File: src/rtl/button_pulse_gen_if.sv
// Button-side signal bundle: the raw button level goes in, and the debounced
// level, the enable pulse and the held flag come back out.
interface button_pulse_gen_if;
    logic btn_in;
    logic btn_level;
    logic en_pulse;
    logic held;

    modport master (
        output btn_in,
        input  btn_level,
        input  en_pulse,
        input  held
    );

    modport slave (
        input  btn_in,
        output btn_level,
        output en_pulse,
        output held
    );
endinterface

File: src/rtl/button_pulse_gen.sv
// Pushbutton debouncer that emits one enable pulse per accepted press, then
// auto-repeat pulses while the button stays held.
module button_pulse_gen #(
    parameter int DEBOUNCE_CYCLES = 1000000,
    parameter int REPEAT_DELAY    = 50000000,
    parameter int REPEAT_PERIOD   = 10000000,
    parameter int REPEAT_EN       = 1,
    parameter int CNT_WIDTH       = 27
) (
    input  logic              clk,
    input  logic              reset,
    button_pulse_gen_if.slave bus
);

    typedef enum logic [2:0] {
        ST_IDLE,
        ST_PRESS_CHK,
        ST_HELD,
        ST_REPEAT,
        ST_REL_CHK
    } state_t;

    localparam logic [CNT_WIDTH-1:0] DB_LAST  = CNT_WIDTH'(DEBOUNCE_CYCLES - 1);
    localparam logic [CNT_WIDTH-1:0] RD_LAST  = CNT_WIDTH'(REPEAT_DELAY - 1);
    localparam logic [CNT_WIDTH-1:0] RP_LAST  = CNT_WIDTH'(REPEAT_PERIOD - 1);
    localparam logic                 REP_ON   = (REPEAT_EN != 0);

    state_t               state_q, state_d;
    logic                 ret_rep_q, ret_rep_d;
    logic                 s1_q, s2_q;
    logic [CNT_WIDTH-1:0] db_q, db_d;
    logic [CNT_WIDTH-1:0] rep_q, rep_d;
    logic                 btn_level_q, btn_level_d;
    logic                 en_pulse_q, en_pulse_d;
    logic                 held_q, held_d;

    logic                 in_hold;
    logic                 db_diff;
    logic                 db_last;
    logic [CNT_WIDTH-1:0] rep_term;
    logic                 rep_hit;
    logic                 press_accept;

    assign in_hold      = (state_q == ST_HELD) || (state_q == ST_REPEAT);
    assign db_diff      = (s2_q != btn_level_q);
    assign db_last      = (db_q == DB_LAST);
    assign rep_term     = (state_q == ST_REPEAT) ? RP_LAST : RD_LAST;
    assign rep_hit      = REP_ON && in_hold && (rep_q == rep_term);
    assign press_accept = (state_q == ST_PRESS_CHK) && s2_q && db_last;

    // Two-flop synchronizer; nothing downstream looks at s1_q.
    always_ff @(posedge clk) begin
        if (!reset) begin
            s1_q <= 1'b0;
            s2_q <= 1'b0;
        end else begin
            s1_q <= bus.btn_in;
            s2_q <= s1_q;
        end
    end

    always_ff @(posedge clk) begin
        if (!reset) begin
            state_q   <= ST_IDLE;
            ret_rep_q <= 1'b0;
        end else begin
            state_q   <= state_d;
            ret_rep_q <= ret_rep_d;
        end
    end

    always_comb begin
        state_d   = state_q;
        ret_rep_d = ret_rep_q;
        case (state_q)
            ST_IDLE: begin
                if (s2_q) begin
                    state_d = ST_PRESS_CHK;
                end
            end
            ST_PRESS_CHK: begin
                if (!s2_q) begin
                    state_d = ST_IDLE;
                end else if (db_last) begin
                    state_d = ST_HELD;
                end
            end
            ST_HELD, ST_REPEAT: begin
                // A repeat tick that coincides with the first low sample still
                // fires; the low sample then starts the release check.
                ret_rep_d = rep_hit || (state_q == ST_REPEAT);
                if (!s2_q) begin
                    state_d = ST_REL_CHK;
                end else if (rep_hit) begin
                    state_d = ST_REPEAT;
                end
            end
            ST_REL_CHK: begin
                if (s2_q) begin
                    state_d = ret_rep_q ? ST_REPEAT : ST_HELD;
                end else if (db_last) begin
                    state_d = ST_IDLE;
                end
            end
            default: begin
                state_d = ST_IDLE;
            end
        endcase
    end

    // The entry cycle counts as the first stable sample, so a level change is
    // accepted on exactly the DEBOUNCE_CYCLES-th consecutive differing sample.
    always_comb begin
        db_d  = '0;
        rep_d = '0;
        if (db_diff && !db_last) begin
            db_d = db_q + CNT_WIDTH'(1);
        end
        case (state_q)
            ST_HELD, ST_REPEAT: begin
                if (!rep_hit && REP_ON) begin
                    rep_d = rep_q + CNT_WIDTH'(1);
                end
            end
            ST_REL_CHK: begin
                rep_d = rep_q;
            end
            default: begin
                rep_d = '0;
            end
        endcase
    end

    always_ff @(posedge clk) begin
        if (!reset) begin
            db_q  <= '0;
            rep_q <= '0;
        end else begin
            db_q  <= db_d;
            rep_q <= rep_d;
        end
    end

    always_comb begin
        btn_level_d = 1'b0;
        held_d      = 1'b0;
        en_pulse_d  = press_accept || rep_hit;
        case (state_d)
            ST_HELD, ST_REPEAT: begin
                btn_level_d = 1'b1;
                held_d      = 1'b1;
            end
            ST_REL_CHK: begin
                btn_level_d = 1'b1;
            end
            default: begin
                btn_level_d = 1'b0;
                held_d      = 1'b0;
            end
        endcase
    end

    always_ff @(posedge clk) begin
        if (!reset) begin
            btn_level_q <= 1'b0;
            en_pulse_q  <= 1'b0;
            held_q      <= 1'b0;
        end else begin
            btn_level_q <= btn_level_d;
            en_pulse_q  <= en_pulse_d;
            held_q      <= held_d;
        end
    end

    assign bus.btn_level = btn_level_q;
    assign bus.en_pulse  = en_pulse_q;
    assign bus.held      = held_q;

endmodule

File: src/flat_wrapper.sv
// flat-port wrapper written by rule: the top's interface ports become plain ports
module button_pulse_gen_flat 
#(
    parameter int DEBOUNCE_CYCLES = 1000000,
    parameter int REPEAT_DELAY    = 50000000,
    parameter int REPEAT_PERIOD   = 10000000,
    parameter int REPEAT_EN       = 1,
    parameter int CNT_WIDTH       = 27
)
  (clk, reset, bus_btn_in, bus_btn_level, bus_en_pulse, bus_held);
  button_pulse_gen_if bus_i ();
  input  logic clk;
  input  logic reset;
  input wire logic [$bits(bus_i.btn_in)-1:0] bus_btn_in;
  output wire logic [$bits(bus_i.btn_level)-1:0] bus_btn_level;
  output wire logic [$bits(bus_i.en_pulse)-1:0] bus_en_pulse;
  output wire logic [$bits(bus_i.held)-1:0] bus_held;
  assign bus_i.btn_in = bus_btn_in;
  assign bus_btn_level = bus_i.btn_level;
  assign bus_en_pulse = bus_i.en_pulse;
  assign bus_held = bus_i.held;
  button_pulse_gen #(.DEBOUNCE_CYCLES(DEBOUNCE_CYCLES), .REPEAT_DELAY(REPEAT_DELAY), .REPEAT_PERIOD(REPEAT_PERIOD), .REPEAT_EN(REPEAT_EN), .CNT_WIDTH(CNT_WIDTH)) u_core (.clk(clk), .reset(reset), .bus(bus_i));
endmodule
File: config.mk
export PLATFORM = sky130hd
export DESIGN_NAME = button_pulse_gen_flat
export DESIGN_NICKNAME = d
export VERILOG_FILES = /design/src/rtl/button_pulse_gen_if.sv /design/src/rtl/button_pulse_gen.sv /design/src/flat_wrapper.sv
export SDC_FILE = /design/constraint.sdc
export NUM_CORES = 1
export LEC_CHECK = 0
export ABC_AREA = 1
export CORE_MARGIN = 8
export CORE_UTILIZATION = 45
export CTS_CLUSTER_SIZE = 30
export DETAILED_ROUTE_END_ITERATION = 7
export HOLD_SLACK_MARGIN = 0.02
export PLACE_DENSITY = 0.59
export SLEW_MARGIN = 5
export SYNTH_ARGS = -nofsm -noshare
export SYNTH_HDL_FRONTEND = slang
export SYNTH_SLANG_ARGS = --single-unit
File: constraint.sdc
create_clock -name clk -period 1.8 [get_ports clk]
set_input_delay 0.54 -clock clk [delete_from_list [all_inputs] [get_ports clk]]
set_output_delay 0.54 -clock clk [all_outputs]
set_load 0.01 [all_outputs]
## Word-level counts from Yosys, hierarchy flattened

Cells that the tools add are included.

| cells by class | value |
|---|---|
| equal/unequal tests | 10 |
| reduce and logical (&&, ||, !) cells | 13 |
| add/sub/neg operators | 2 |
| multiplexer cells | 14 |

Operator list:

| cell | count |
|---|---|
| adder 27 x 1 -> 27 bit, second input constant | 2 |
| one-hot mux 27 bit (2 select lines) | 1 |
| == test 27 x 20 -> 1 bit, second input constant | 1 |
| == test 27 bit | 1 |
| two-way mux 27 bit | 1 |
| two-way mux 26 bit | 1 |
| two-way mux 3 bit | 7 |
| == test 3 x 2 -> 1 bit, second input constant | 4 |
| one-hot mux 3 bit (4 select lines) | 1 |
| == test 3 bit, second input constant | 2 |
| logical AND 1 bit | 4 |
| OR reduction 2 bit | 2 |
| == test 3 x 1 -> 1 bit, second input constant | 1 |
| logical NOT 3 bit | 1 |
| logical OR 1 bit | 3 |
| two-way mux 1 bit | 3 |
| OR reduction 3 bit | 1 |
| AND reduction 2 bit | 1 |
| logical NOT 1 bit | 1 |
| != test 1 bit | 1 |

| word-level totals | value |
|---|---|
| register bits after elaboration | 63 |
| output and inout port bits | 3 |
| input bits | 3 |

## Longest topological paths before layout

| logic depth | value |
|---|---|
| depth after elaboration | 10 |
| depth in mapped cells | 12 |
| gate-level depth less buffers | 12 |

## Worst setup path after synthesis

Ideal clock, no wire load.

| timing path | value |
|---|---|
| path type | register -> register |
| from | register u_core.rep_q[0] |
| to | register u_core.rep_q[17] |
| data arrival time | 1.455 ns |
| cell stages (with the launch flop) | 10 |
| required time | 1.668 ns |
| path slack | 0.213 ns |
| path through | dfxtp_1 -> ha_1 -> nand3_1 -> nor2_1 -> nand2_1 -> nor2_1 -> nand2_2 -> buf_2 -> nand4_1 -> a21oi_1 |

| on the way | value |
|---|---|
| word-level cells in the longest chain between the ends | 4 |
| elaborated cells on any way between the ends | 5 |
| classes of those cells | 1 x add/sub; 1 x eq/ne; 2 x mux; 1 x reduce/logical |

Ends and longest elaborated chain:

| what | RTL line | text |
|---|---|---|
| start: declaration | button_pulse_gen.sv:32 | `logic [CNT_WIDTH-1:0] rep_q, rep_d;` |
| start signal: assignment | button_pulse_gen.sv:140 | `rep_q <= rep_d;` |
| parallel branches: the longest is 2 deep, another holds adder 27 x 1 -> 27 bit | -- |  |
| two-way mux 27 bit * | button_pulse_gen.sv:121 | `if (!rep_hit && REP_ON) begin` |
| one-hot mux 27 bit (2 select lines) * | button_pulse_gen.sv:119 | `case (state_q)` |

Every way passes the cells marked *.
A chain may end at the register's enable or synchronous reset.

## Final worst setup path

| timing path | value |
|---|---|
| from | register u_core.held_q, in the netlist u_core.bus.held |
| to | output port bus_held |

RTL lines:

| what | RTL line | text |
|---|---|---|
| start: declaration | button_pulse_gen.sv:35 | `logic held_q, held_d;` |
| start signal: assignment | button_pulse_gen.sv:171 | `held_q <= held_d;` |
| end: declaration | flat_wrapper.sv:17 | `output wire logic [$bits(bus_i.held)-1:0] bus_held;` |

No word-level cell between the ends.

==> run_results.csv <==
group,metric,value,unit
logic_synthesis,postSynth.asyncResetShare,0,
sta,skew,0.00851,ns
sta,fmax,578,MHz
layout,area_growth,14.2,%
worst_setup_path,path_depth,1,
sta,slew_viol_final,0,
worst_setup_path,r2r-start,"u_core.rep_q[1]",
sta,worst_slew_pin_slew,0.330,ns
worst_setup_path,endpoint,"bus_held",
layout,drive_above_1_share,0.128,
worst_setup_path,crit_path_max_fanout,1,
cts,clockBufferDepth,2,
logic_synthesis,yosys_warnings,0,
logic_synthesis,synth_top_flop_cell,"dfxtp_1",
worst_setup_path,endpoint_kind,"primary output",
worst_setup_path,crit_start,"u_core.bus.held",
global_routing,track_usage,0.179,
worst_setup_path,cp-start-kind,"flop",
logic_synthesis,ys_seq_area_frac,0.340,
global_routing,gr-usage-met1,0.195,
global_routing,busiest_layer,"met2",
logic_synthesis,synth_edf_count,0,
logic_synthesis,synth_cell_types,34,
flow_run,drv_cap,0,
placed_design,io_buffers,5,
worst_setup_path,cp_data_required_time,1.26,ns
routing,drc_errors,0,
logic_synthesis,synth_fp_nets,608,
sta,finalCriticalPeriod,1.73,ns
routing,vias,3770,
logic_synthesis,synth.area.top_cells,"dfxtp_1, nand2_1, nor2_1",
floorplanning,core,0.00809,mm^2
power,vdd_drop_max,0.350,mV
layout,multiInputGateArea,0.00214,mm^2
floorplanning,rows,33,
logic_synthesis,yosys-top-cells-count,"nand2_1, nor2_1, dfxtp_1, inv_1, nand3_1",
layout,nets,641,
sta,rsz0062_at_grt,"no",
cts,cts.clk_slew.worst_paths,0.08,ns
cts,h-tree-depth,3,
worst_setup_path,ff2ff_path_depth,9,
cts,clkLatencyLatePin,0.35,ns
layout,diodes,0,
sta,fin_setup_tns,0,ns
routing,drt_iter0_markers,160,
cts,cts_tree,"built",
floorplanning,dieArea,0.0114,mm^2
logic_synthesis,synth_most_common_cell,"nand2_1",
placed_design,post-dp-hpwl,7410,um
global_routing,grt_pass1_vias,3542,
power,leakage,1.57,nW
worst_setup_path,reg2reg_to,"u_core.rep_q[14]",
layout,design_area,0.00424,mm^2
cts,cts_made_buffers,9,
global_routing,use_met2,0.321,
routing,routed_wl,9740,um
layout,fill_cells,866,
worst_setup_path,cp.arrival,1.19,ns
floorplanning,initial_core_util,0.459,
sta,min_period_over_period,0.962,
sta,slew-limit-headroom,0.779,
floorplanning,die_h,107,um
logic_synthesis,yosys_register_bits,63,
logic_synthesis,netlist_instances,603,
sta,final-setup-viol-count,0,
logic_synthesis,yosysTopAreaCell,"dfxtp_1",
routing,vias_per_cell,5.05,
logic_synthesis,synth_area_per_cell,6.15,um^2
global_routing,grt_max_degree,24,
cts,cts_root_buffer,"clkbuf_8",
global_routing,grt_pass1_wl,16500,um
worst_setup_path,path_buf_inv,1,
global_routing,gr-usage-met3,0.0402,
routing,drtAntennaViolNets,0,
worst_setup_path,critPathKind,"reg2out",
placed_design,placed_cell_area,0.00405,mm^2
placed_design,gp_congestion,0.938,
worst_setup_path,cp_slowest_cell,"clkdlybuf4s50_1",
routing,first_pass_iters,5,
power,powerDensity,597,mW/mm^2
logic_synthesis,synth_top_area_frac,0.340,
layout,ff_latch_area,0.00126,mm^2
sta,final_hold_viol_count,0,
logic_synthesis,synth_area,0.00371,mm^2
cts,cts_sinks,63,
floorplanning,fp.dieW,107,um
outcome,status,"completed",
global_routing,overflow,0,
worst_setup_path,crit_family,"buffers and inverters",
global_routing,antenna_found_initial,0,
routing,wl_per_cell,13.1,um
worst_setup_path,path_cells,"clkdlybuf4s50_1",
hold_path,worstHoldPathType,"reg2reg",
floorplanning,io-pin-count,6,
worst_setup_path,critPathMaxStageDelay,0.53,ns
worst_setup_path,rrSetupSlack,0.13,ns
-- cell usage in the layout (no fill, tap or decap), drive strengths merged --
master / n
nand2: 177
nor2: 112
inv: 68
dfxtp: 63
nand3: 49
a21oi: 42
buf: 30
nand4: 17
nor3: 17
or2: 11
xor2: 9
clkbuf: 9
o21ai: 8
clkinv: 6
o21a: 4
clkdlybuf4s50: 4
xnor2: 3
nor3b: 2
ha: 2
clkinvlp: 2
and2: 1
o21bai: 1
a31oi: 1
and3: 1
o31ai: 1
dlygate4sd2: 1
-- worst min path at each step --
stage	start	to	slack, ns	cells past startpoint
2_1_floorplan	u_core.s1_q	u_core.s2_q	0.39	2
3_3_place_gp	u_core.s1_q	u_core.s2_q	0.39	2
3_5_place_dp	u_core.s1_q	u_core.s2_q	0.40	2
4_1_cts	u_core.s1_q	u_core.s2_q	0.42	2
5_1_grt	u_core.s1_q	u_core.s2_q	0.47	2
6_report	u_core.s1_q	u_core.s2_q	0.42	2
-- worst reg2reg max path: stages, from the launching register on --
cell and delay (ns):
dfxtp_1 0.35, ha_1 0.17, nand3_1 0.15, nor2_2 0.17
buf_4 0.14, nand2_1 0.06, nor2_1 0.13, a21oi_1 0.07
or2_0 0.19, a21oi_1 0.16
-- registers in the layout, summed over array words and instances, names as in the netlist --
| name | cells |
|---|---|
| u_core.state_q | 3 |
| u_core.bus.en_pulse | 1 |
| u_core.s1_q | 1 |
| u_core.bus.btn_level | 1 |
| u_core.ret_rep_q | 1 |
| u_core.db_q | 27 |
| u_core.s2_q | 1 |
| u_core.rep_q | 27 |
| u_core.bus.held | 1 |
-- layer usage --
metal,up-vias,routed length (um)
met5,-,0
met4,0,316
met2,75,4880
met1,1694,4180
met3,26,358
li1,1975,-
-- what timing repair did --
| action | 4_1_cts | 5_1_grt |
|---|---|---|
| buffers inserted | 0 | 0 |
| gates resized for setup | 1 | 7 |
| setup endpoints to repair | 1 | 29 |
| pin swaps | 0 | 1 |
| hold buffers | 0 | 0 |
| gates cloned | 0 | 0 |
-- area by class of cell --
cell class / count / share of cell area
clock buffer: 9 / 0.0292
multi-input combinational: 458 / 0.506
timing repair buffer: 35 / 0.0647
clock inverter: 7 / 0.00945
inverter: 69 / 0.0617
sequential: 63 / 0.298
tap: 105 / 0.0310
-- through the flow --
| step | utilization | setup WS (ns) | hold slack (ns) | power [W] | instances |
|---|---|---|---|---|---|
| after floorplan | - | 0.213 | 0.390 | 0.00146 | 603 |
| after global placement | 0.501 | 0.00509 | 0.392 | 0.00148 | 730 |
| after detailed placement | 0.501 | -0.0598 | 0.403 | 0.00148 | 730 |
| after CTS | 0.521 | 0.0166 | 0.420 | 0.00257 | 746 |
| after global routing | 0.524 | 0.000220 | 0.474 | 0.00264 | 746 |
| final | 0.524 | 0.0693 | 0.423 | 0.00253 | 746 |
-- power by group --
| group | total, W | switching [W] | internal [W] |
|---|---|---|---|
| Clock | 0.00108 | 0.000595 | 0.000486 |
| Sequential | 0.00140 | 0.00000257 | 0.00140 |
| Combinational | 0.0000491 | 0.0000298 | 0.0000193 |
-- logic make-up (layout without fill, tap and decap cells) --
logic type | Yosys count | in the layout | share of synthesized area
AO/OA/AOI/OAI | 57 | 57 | 0.0833
XOR/XNOR | 12 | 12 | 0.0283
adder cells (fa/ha/maj) | 2 | 2 | 0.00674
buffers and inverters | 82 | 120 | 0.0873
flip-flops | 63 | 63 | 0.340
AND/OR/NAND/NOR | 387 | 387 | 0.454
Note: power is estimated with default switching activity, not from simulation.
